<file path="src/rtl/serial_subtractor.sv">
// Bit-serial subtractor: a - b - b_in computed LSB-first, one bit per clock.
// Optional signed-overflow output enabled by defining SERIAL_SUB_OVERFLOW_EN.
module serial_subtractor #(
   parameter int WIDTH = 8
) (
   input  logic             clk,
   input  logic             rst,
   input  logic             start,
   input  logic [WIDTH-1:0] a,
   input  logic [WIDTH-1:0] b,
   input  logic             b_in,
   output logic             busy,
   output logic             done,
   output logic [WIDTH-1:0] diff,
   output logic             b_out
`ifdef SERIAL_SUB_OVERFLOW_EN
   ,
   output logic             ovf
`endif
);

   localparam int CNT_W = $clog2(WIDTH) + 1;

   typedef enum logic [1:0] {
      IDLE  = 2'd0,
      SHIFT = 2'd1,
      DONE  = 2'd2
   } state_t;

   state_t           state_q, state_d;
   logic [WIDTH-1:0] a_q, a_d;
   logic [WIDTH-1:0] b_q, b_d;
   logic [WIDTH-1:0] diff_q, diff_d;
   logic [CNT_W-1:0] cnt_q, cnt_d;
   logic             borrow_q, borrow_d;
   logic             b_out_q, b_out_d;
   logic             busy_q, busy_d;
   logic             done_q, done_d;

   // Single full-subtractor slice operating on the current LSBs
   logic             x_bit, y_bit, d_bit, borrow_nxt, last_bit;
   logic [WIDTH-1:0] diff_shift;

   assign x_bit      = a_q[0];
   assign y_bit      = b_q[0];
   assign d_bit      = x_bit ^ y_bit ^ borrow_q;
   assign borrow_nxt = (~x_bit & y_bit) | (~(x_bit ^ y_bit) & borrow_q);
   assign last_bit   = (cnt_q == CNT_W'(WIDTH - 1));

   generate
      if (WIDTH == 1) begin : g_diff_one
         assign diff_shift = d_bit;
      end else begin : g_diff_wide
         assign diff_shift = {d_bit, diff_q[WIDTH-1:1]};
      end
   endgenerate

`ifdef SERIAL_SUB_OVERFLOW_EN
   logic a_msb_q, a_msb_d;
   logic b_msb_q, b_msb_d;
   logic ovf_q, ovf_d;
`endif

   always_comb begin
      state_d  = state_q;
      a_d      = a_q;
      b_d      = b_q;
      diff_d   = diff_q;
      cnt_d    = cnt_q;
      borrow_d = borrow_q;
      b_out_d  = b_out_q;
`ifdef SERIAL_SUB_OVERFLOW_EN
      a_msb_d  = a_msb_q;
      b_msb_d  = b_msb_q;
      ovf_d    = ovf_q;
`endif
      case (state_q)
         IDLE, DONE: begin
            if (start) begin
               a_d      = a;
               b_d      = b;
               borrow_d = b_in;
               cnt_d    = '0;
`ifdef SERIAL_SUB_OVERFLOW_EN
               a_msb_d  = a[WIDTH-1];
               b_msb_d  = b[WIDTH-1];
`endif
               state_d  = SHIFT;
            end else begin
               state_d  = IDLE;
            end
         end
         SHIFT: begin
            borrow_d = borrow_nxt;
            diff_d   = diff_shift;
            a_d      = a_q >> 1;
            b_d      = b_q >> 1;
            cnt_d    = cnt_q + CNT_W'(1);
            if (last_bit) begin
               state_d = DONE;
               b_out_d = borrow_nxt;
`ifdef SERIAL_SUB_OVERFLOW_EN
               // d_bit is the result MSB on the final shift cycle
               ovf_d   = (a_msb_q != b_msb_q) && (d_bit != a_msb_q);
`endif
            end
         end
         default: state_d = IDLE;
      endcase
      busy_d = (state_d == SHIFT);
      done_d = (state_d == DONE);
   end

   always_ff @(posedge clk or posedge rst) begin
      if (rst) begin
         state_q  <= IDLE;
         a_q      <= '0;
         b_q      <= '0;
         diff_q   <= '0;
         cnt_q    <= '0;
         borrow_q <= 1'b0;
         b_out_q  <= 1'b0;
         busy_q   <= 1'b0;
         done_q   <= 1'b0;
`ifdef SERIAL_SUB_OVERFLOW_EN
         a_msb_q  <= 1'b0;
         b_msb_q  <= 1'b0;
         ovf_q    <= 1'b0;
`endif
      end else begin
         state_q  <= state_d;
         a_q      <= a_d;
         b_q      <= b_d;
         diff_q   <= diff_d;
         cnt_q    <= cnt_d;
         borrow_q <= borrow_d;
         b_out_q  <= b_out_d;
         busy_q   <= busy_d;
         done_q   <= done_d;
`ifdef SERIAL_SUB_OVERFLOW_EN
         a_msb_q  <= a_msb_d;
         b_msb_q  <= b_msb_d;
         ovf_q    <= ovf_d;
`endif
      end
   end

   assign busy  = busy_q;
   assign done  = done_q;
   assign diff  = diff_q;
   assign b_out = b_out_q;
`ifdef SERIAL_SUB_OVERFLOW_EN
   assign ovf   = ovf_q;
`endif

endmodule

</file>
<file path="config.mk">
export PLATFORM = sky130hd
export DESIGN_NAME = serial_subtractor
export DESIGN_NICKNAME = d
export VERILOG_FILES = /design/src/rtl/serial_subtractor.sv
export SDC_FILE = /design/constraint.sdc
export NUM_CORES = 1
export LEC_CHECK = 0
export ABC_AREA = 1
export CAP_MARGIN = 5
export CORE_MARGIN = 2
export CORE_UTILIZATION = 50
export CTS_CLUSTER_DIAMETER = 50
export DETAILED_ROUTE_END_ITERATION = 8
export HOLD_SLACK_MARGIN = 0.08
export PLACE_DENSITY = 0.82
export SYNTH_ARGS = -nofsm -noshare
export SYNTH_HDL_FRONTEND = slang
export SYNTH_SLANG_ARGS = --single-unit
</file>
<file path="constraint.sdc">
create_clock -name clk -period 1.6 [get_ports clk]
set_clock_uncertainty 0.1 [all_clocks]
set_input_delay 0.48 -clock clk [delete_from_list [all_inputs] [get_ports clk]]
set_output_delay 0.48 -clock clk [all_outputs]
set_load 0.02 [all_outputs]
</file>
==> impl_metrics.toml, run 1 <==
[logic_synthesis]
synth.top_cell.area_share_pct = 54.5
post-synth-top-count-cell = "nand2_1"
postSynthAreaPerCell_um2 = 7.93
synth_edf_count = 0
yosysSeqAreaShare_pct = 54.5
synth.top_cells.by_count = "nand2_1, dfrtp_1, inv_1"
synthFlopType = "dfrtp_1"
synth_nets = 219
synth_cell_types = 18
synth_top_cells_by_area = "dfrtp_1, nand2_1, inv_1"
yosys_warnings = 0
synth_cells = 197
asyncSetResetFlopFracSynth_pct = 100
synth.largest_area_cell = "dfrtp_1"
yosys_register_bits = 34
synthesis.area_um2 = 1560

[sta]
timing_max_transition_violations_final = 0
final_hold_fails = 0
grt_setup_unrepaired = "no"
setup_viol = 0
max_slew_margin_pct = 76.6
fin_worst_hold_slack_ns = 0.378
fin_crit_sh_pct = 96.1
worst_pin_slew_ns = 0.351
fin_crit_ns = 1.54
final.setup.worst_slack_ns = 0.0620
max_clock_freq_mhz = 650

[drt]
final_antenna_net_count = 0
detail_route.wl_per_cell_um = 10.3
vias = 1275
initialDrtViolationCount = 47
drtPass1Iterations = 4
route.detailed.vias_per_inst = 4.72
detail_route.drc_violations = 0
drt_wl_total_mm = 2.77

[worst_setup_path]
timing.reg2reg.worst_path_depth = 4
worstPathRequired_ns = 1.02
cp_cell_sequence = "clkdlybuf4s15_2"
worst_setup_path_start_kind = "flip-flop"
data_arrival_critical_path_ns = 0.96
critical_path.n_buffers_inverters = 1
slowest_stage = "dfrtp_1"
timing.reg2reg.setup_slack_ns = 0.27
sort_of_element_at_the_end_of_the_critical_path = "output pin"
crit_path_max_fanout = 2
stage_delay_of_the_slowest_cell_on_the_critical_path_ns = 0.38
timing.critical_path.to = "diff[5]"
cpLargestDelayFamily = "flip-flops"
worst-path-stages = 1
reg2reg_to = "cnt_q[2]$_DFFE_PP0P_"
critical_path_class = "flip-flop to output pin"
reg2reg_from = "cnt_q[0]$_DFFE_PP0P_"
worst_setup_path_startpoint = "diff[5]$_DFFE_PP0P_"

[cts]
clk-insertion-delay-late_ns = 0.33
ctsRootBufferMaster = "clkbuf_4"
cts_buffer_depth = 2
cts.htree.levels = 2
numCtsBuffers = 5
tritoncts_num_sinks = 34
holdBufCountCts = 0
tritoncts = "yes"
clk_transition_reported_paths_ns = 0.11

[place]
place_hpwl_mm = 1.92
dp.cells = 258
io_buffers = 30
finalWeightedCongestion = 0.761
detailedPlace.worstSlack_ns = -0.0641

[grt]
grt_start_max_net_pins = 35
gr-usage-all-layers_pct = 18.7
overflow = 0
wire_length_of_the_first_global_routing_pass_mm = 4.75
antenna_found_initial = 0
via_count_of_the_first_global_routing_pass = 1040

[die]
pin_count = 31
die-area_um2 = 3590
floorplan.die.width_um = 59.9
initial_utilization_pct = 52.0
die_h_um = 59.9
rows = 20
fp.coreArea_um2 = 3000

[finish]
syn2layout_area_growth_pct = 24.8
antennaDiodeCount = 0
post_layout_nonfiller_instances = 270
post_route_cells_drive_above_1_share_pct = 13.9
finalNetCount = 258
n_fill_cell = 268

[power]
cellLeakagePower_nw = 1.09
vdd_ir_drop_max_v = 0.000663
power_density_nw_per_um2 = 1840
total_power_mw = 3.58

[outcome]
run_status = "completed"

[hold_path]
hp-class = "input port to async pin"

[run]
drv_cap = 0
## where the power goes
part / internal, mW / switching, mW
sequential: 1.24 / 0.257
combinational: 0.629 / 0.965
clock: 0.213 / 0.274
## logic make-up (layout without fill, tap and decap cells)
logic type	count (synthesis)	after routing	synth area share, %
simple gates	127	127	33.0
compound gates	5	5	1.60
fa+ha+maj	2	2	2.08
buf+inv	29	69	8.81
flops	34	34	54.5
## metal layers
layer	GRT usage [%]	routed length [um]	up-vias	part of all wire, %
li1	-	-	657	-
met1	25.5	1300	580	47
met2	26.2	1280	34	46
met3	7.14	145	4	5.2
met4	8.57	36	0	1.3
met5	0	0	-	0
## tightest hold or removal path, stage by stage
cell,delay [ns]
clkdlybuf4s50_1,0.40
inv_1,0.09
buf_12,0.21
## flip-flops by register name, indices dropped and copies added (netlist names)
signal,cells
borrow_q,1
b_out,1
cnt_q,4
done,1
busy,1
state_q,2
b_q,8
diff,8
a_q,8
## layout make-up
cell class              count  area (um2)  share of cell area, %
clock buffers               7        55.1                   2.83
clock inverters             1        5.00                  0.257
inverters                  23        86.3                   4.43
multi-input cells         134         573                   29.4
flip-flops and latches     34         851                   43.7
well taps                  33        41.3                   2.12
repair buffers             38         337                   17.3
## per-stage QoR
step	TNS (ns)	utilization, %	cell area, um2
4_1_cts	0	65.6	1970
2_1_floorplan	0	-	1560
6_report	0	64.9	1950
3_5_place_dp	-1.08	63.5	1910
3_3_place_gp	-0.824	63.5	1910
5_1_grt	0	64.9	1950
## worst min path at each step
| stage | cells after the start | to | from | slack (ns) |
|---|---|---|---|---|
| floorplan | 2 | a_q[7]$_DFFE_PP0P_ | a_q[7]$_DFFE_PP0P_ | 0.34 |
| global placement | 2 | b_q[7]$_DFFE_PP0P_ | b_q[7]$_DFFE_PP0P_ | 0.36 |
| detailed placement | 2 | b_q[7]$_DFFE_PP0P_ | b_q[7]$_DFFE_PP0P_ | 0.36 |
| CTS | 3 | busy$_DFF_PP0_ | rst | 0.38 |
| global route | 3 | a_q[1]$_DFFE_PP0P_ | rst | 0.37 |
| finish | 3 | diff[3]$_DFFE_PP0P_ | rst | 0.38 |
## placed cells by master, fill, tap and decap left out
cell and instances:
buf_2 6, nor2_4 1, or2_2 1, nand3_1 4, nand4_1 1, buf_4 6, inv_2 2, nand2_1 111
nor2_1 6, dfrtp_1 34, clkbuf_1 1, clkdlybuf4s15_2 1, clkdlybuf4s50_1 19, nor2_8 1, o21ai_0 4, clkinv_2 1
fa_1 1, ha_1 1, inv_1 21, clkbuf_2 4, clkbuf_8 1, buf_12 2, nand2_2 2, clkbuf_4 5
a21oi_1 1
## timing repair
item / in CTS / in global routing
gates resized for setup: 30 / 9
cloned: 0 / 0
setup buffers: 0 / 4
setup endpoints to repair: 11 / 10
(Power assumes the default switching activity.)
==> run 2: changes to the inputs <==
- CORE_UTILIZATION: 50 -> 38
- GPL_ROUTABILITY_DRIVEN: default -> 1
- PLACE_DENSITY: 0.82 -> 0.66
==> run 2 against run 1 <==
Compared with the run above: hold slack lost 0.0023 ns; first-iteration DRC count up 98%; combinational power decreased by 4%; cell area is 3.1% higher; global-route usage fell by 3.1 points; register-to-register slack gained 0.03 ns.
==> impl_metrics.toml, run 2 (synthesized netlist as in run 1, its figures left out) <==
[worst_setup_path]
critical_path.n_buffers_inverters = 1
worst_setup_path_startpoint = "done$_DFF_PP0_"
worst_setup_path_start_kind = "flip-flop"
reg2reg_from = "cnt_q[0]$_DFFE_PP0P_"
cp_cell_sequence = "dlygate4sd2_1"
data_arrival_critical_path_ns = 0.96
cpLargestDelayFamily = "flip-flops"
reg2reg_to = "b_out$_DFFE_PP0P_"
worstPathRequired_ns = 1.02
slowest_stage = "dfrtp_1"
sort_of_element_at_the_end_of_the_critical_path = "output pin"
worst-path-stages = 1
timing.reg2reg.worst_path_depth = 4
crit_path_max_fanout = 1
critical_path_class = "flip-flop to output pin"
timing.reg2reg.setup_slack_ns = 0.30
stage_delay_of_the_slowest_cell_on_the_critical_path_ns = 0.36
timing.critical_path.to = "done"

[cts]
ctsRootBufferMaster = "clkbuf_8"
holdBufCountCts = 0
cts.htree.levels = 2
tritoncts_num_sinks = 34
cts_buffer_depth = 2
clk_transition_reported_paths_ns = 0.07
tritoncts = "yes"
cts_post_setup_buffers_inserted = 0
clk-insertion-delay-late_ns = 0.29
numCtsBuffers = 5

[sta]
fin_worst_hold_slack_ns = 0.376
timing_max_transition_violations_final = 0
final.setup.worst_slack_ns = 0.0647
fin_crit_ns = 1.54
worst_pin_slew_ns = 0.367
fin_crit_sh_pct = 96.0
grt_setup_unrepaired = "no"
max_slew_margin_pct = 75.5
final_hold_fails = 0
setup_viol = 0
setup_tns_ns = 0
max_clock_freq_mhz = 651

[place]
finalWeightedCongestion = 0.669
place_hpwl_mm = 1.88
detailedPlace.worstSlack_ns = -0.0690
io_buffers = 30

[grt]
overflow = 0
antenna_found_initial = 0
wire_length_of_the_first_global_routing_pass_mm = 5.11
via_count_of_the_first_global_routing_pass = 1203
gr-usage-all-layers_pct = 15.6
grt_start_max_net_pins = 35

[drt]
final_antenna_net_count = 0
route.detailed.vias_per_inst = 4.52
vias = 1276
initialDrtViolationCount = 93
drtPass1Iterations = 4
detail_route.drc_violations = 0
drt_wl_total_mm = 2.94
detail_route.wl_per_cell_um = 10.4

[run]
drv_cap = 0

[power]
power_density_nw_per_um2 = 1910
cellLeakagePower_nw = 1.09
vdd_ir_drop_max_v = 0.000723

[hold_path]
hp-class = "flip-flop to flip-flop"
cell_count_of_the_worst_hold_path = 2
hold_startpoint = "b_q[7]$_DFFE_PP0P_"

[die]
die_h_um = 68.1
initial_utilization_pct = 39.3
floorplan.die.width_um = 68.1
rows = 23
fp.coreArea_um2 = 3970
die-area_um2 = 4640
pin_count = 31

[finish]
finalNetCount = 254
antennaDiodeCount = 0
layout.cells.most_common_list = "nand2_1, dfrtp_1, inv_1"
post_route_cells_drive_above_1_share_pct = 10.3
syn2layout_area_growth_pct = 28.6
mostFrequentLayoutCell = "nand2_1"

[outcome]
run_status = "completed"
==> run 2: what timing repair did <==
action / 4_1_cts / 5_1_grt
resized for setup: 15 / 11
endpoints found under the hold margin: 0 / 0
setup endpoints to repair: 11 / 9
==> run 2: worst min path at each step <==
stage	to	slack, ns
after detailed placement	b_q[7]$_DFFE_PP0P_	0.36
after global placement	a_q[7]$_DFFE_PP0P_	0.36
final	b_q[7]$_DFFE_PP0P_	0.38
after global routing	b_q[7]$_DFFE_PP0P_	0.39
after CTS	b_q[7]$_DFFE_PP0P_	0.38
after floorplan	a_q[7]$_DFFE_PP0P_	0.34
==> run 2: final cells by class <==
cell class,count,area (um2)
Multi-Input combinational cell,134,573
Clock buffer,6,82.6
Inverter,23,86.3
Fill cell,424,1960
Clock inverter,1,30.0
Tap cell,50,62.6
Sequential cell,34,851
Timing Repair Buffer,34,323
==> run 2: layer usage <==
layer / global-route usage, % / vias up / part of all wire, % / routed length (um)
met5: 0 / - / 0 / 0
met2: 24.6 / 39 / 46 / 1350
met4: 6.75 / 0 / 1.8 / 54
li1: - / 646 / - / -
met3: 6.91 / 5 / 7.0 / 206
met1: 18.3 / 586 / 45 / 1330
==> run 2: report_power, final <==
part / switching, mW / total, mW / internal, mW
Clock: 0.310 / 0.809 / 0.498
Combinational: 0.941 / 1.53 / 0.585
Sequential: 0.259 / 1.50 / 1.24
==> run 2: per-stage QoR <==
stage | power [mW] | utilization, % | cell area (um2) | instances
final | 3.83 | 50.6 | 2010 | 282
after global routing | 4.20 | 50.6 | 2010 | 282
after CTS | 3.90 | 51.2 | 2030 | 282
after detailed placement | 3.15 | 48.6 | 1930 | 275
after global placement | 3.10 | 48.6 | 1930 | 275
after floorplan | 2.66 | - | 1560 | 197
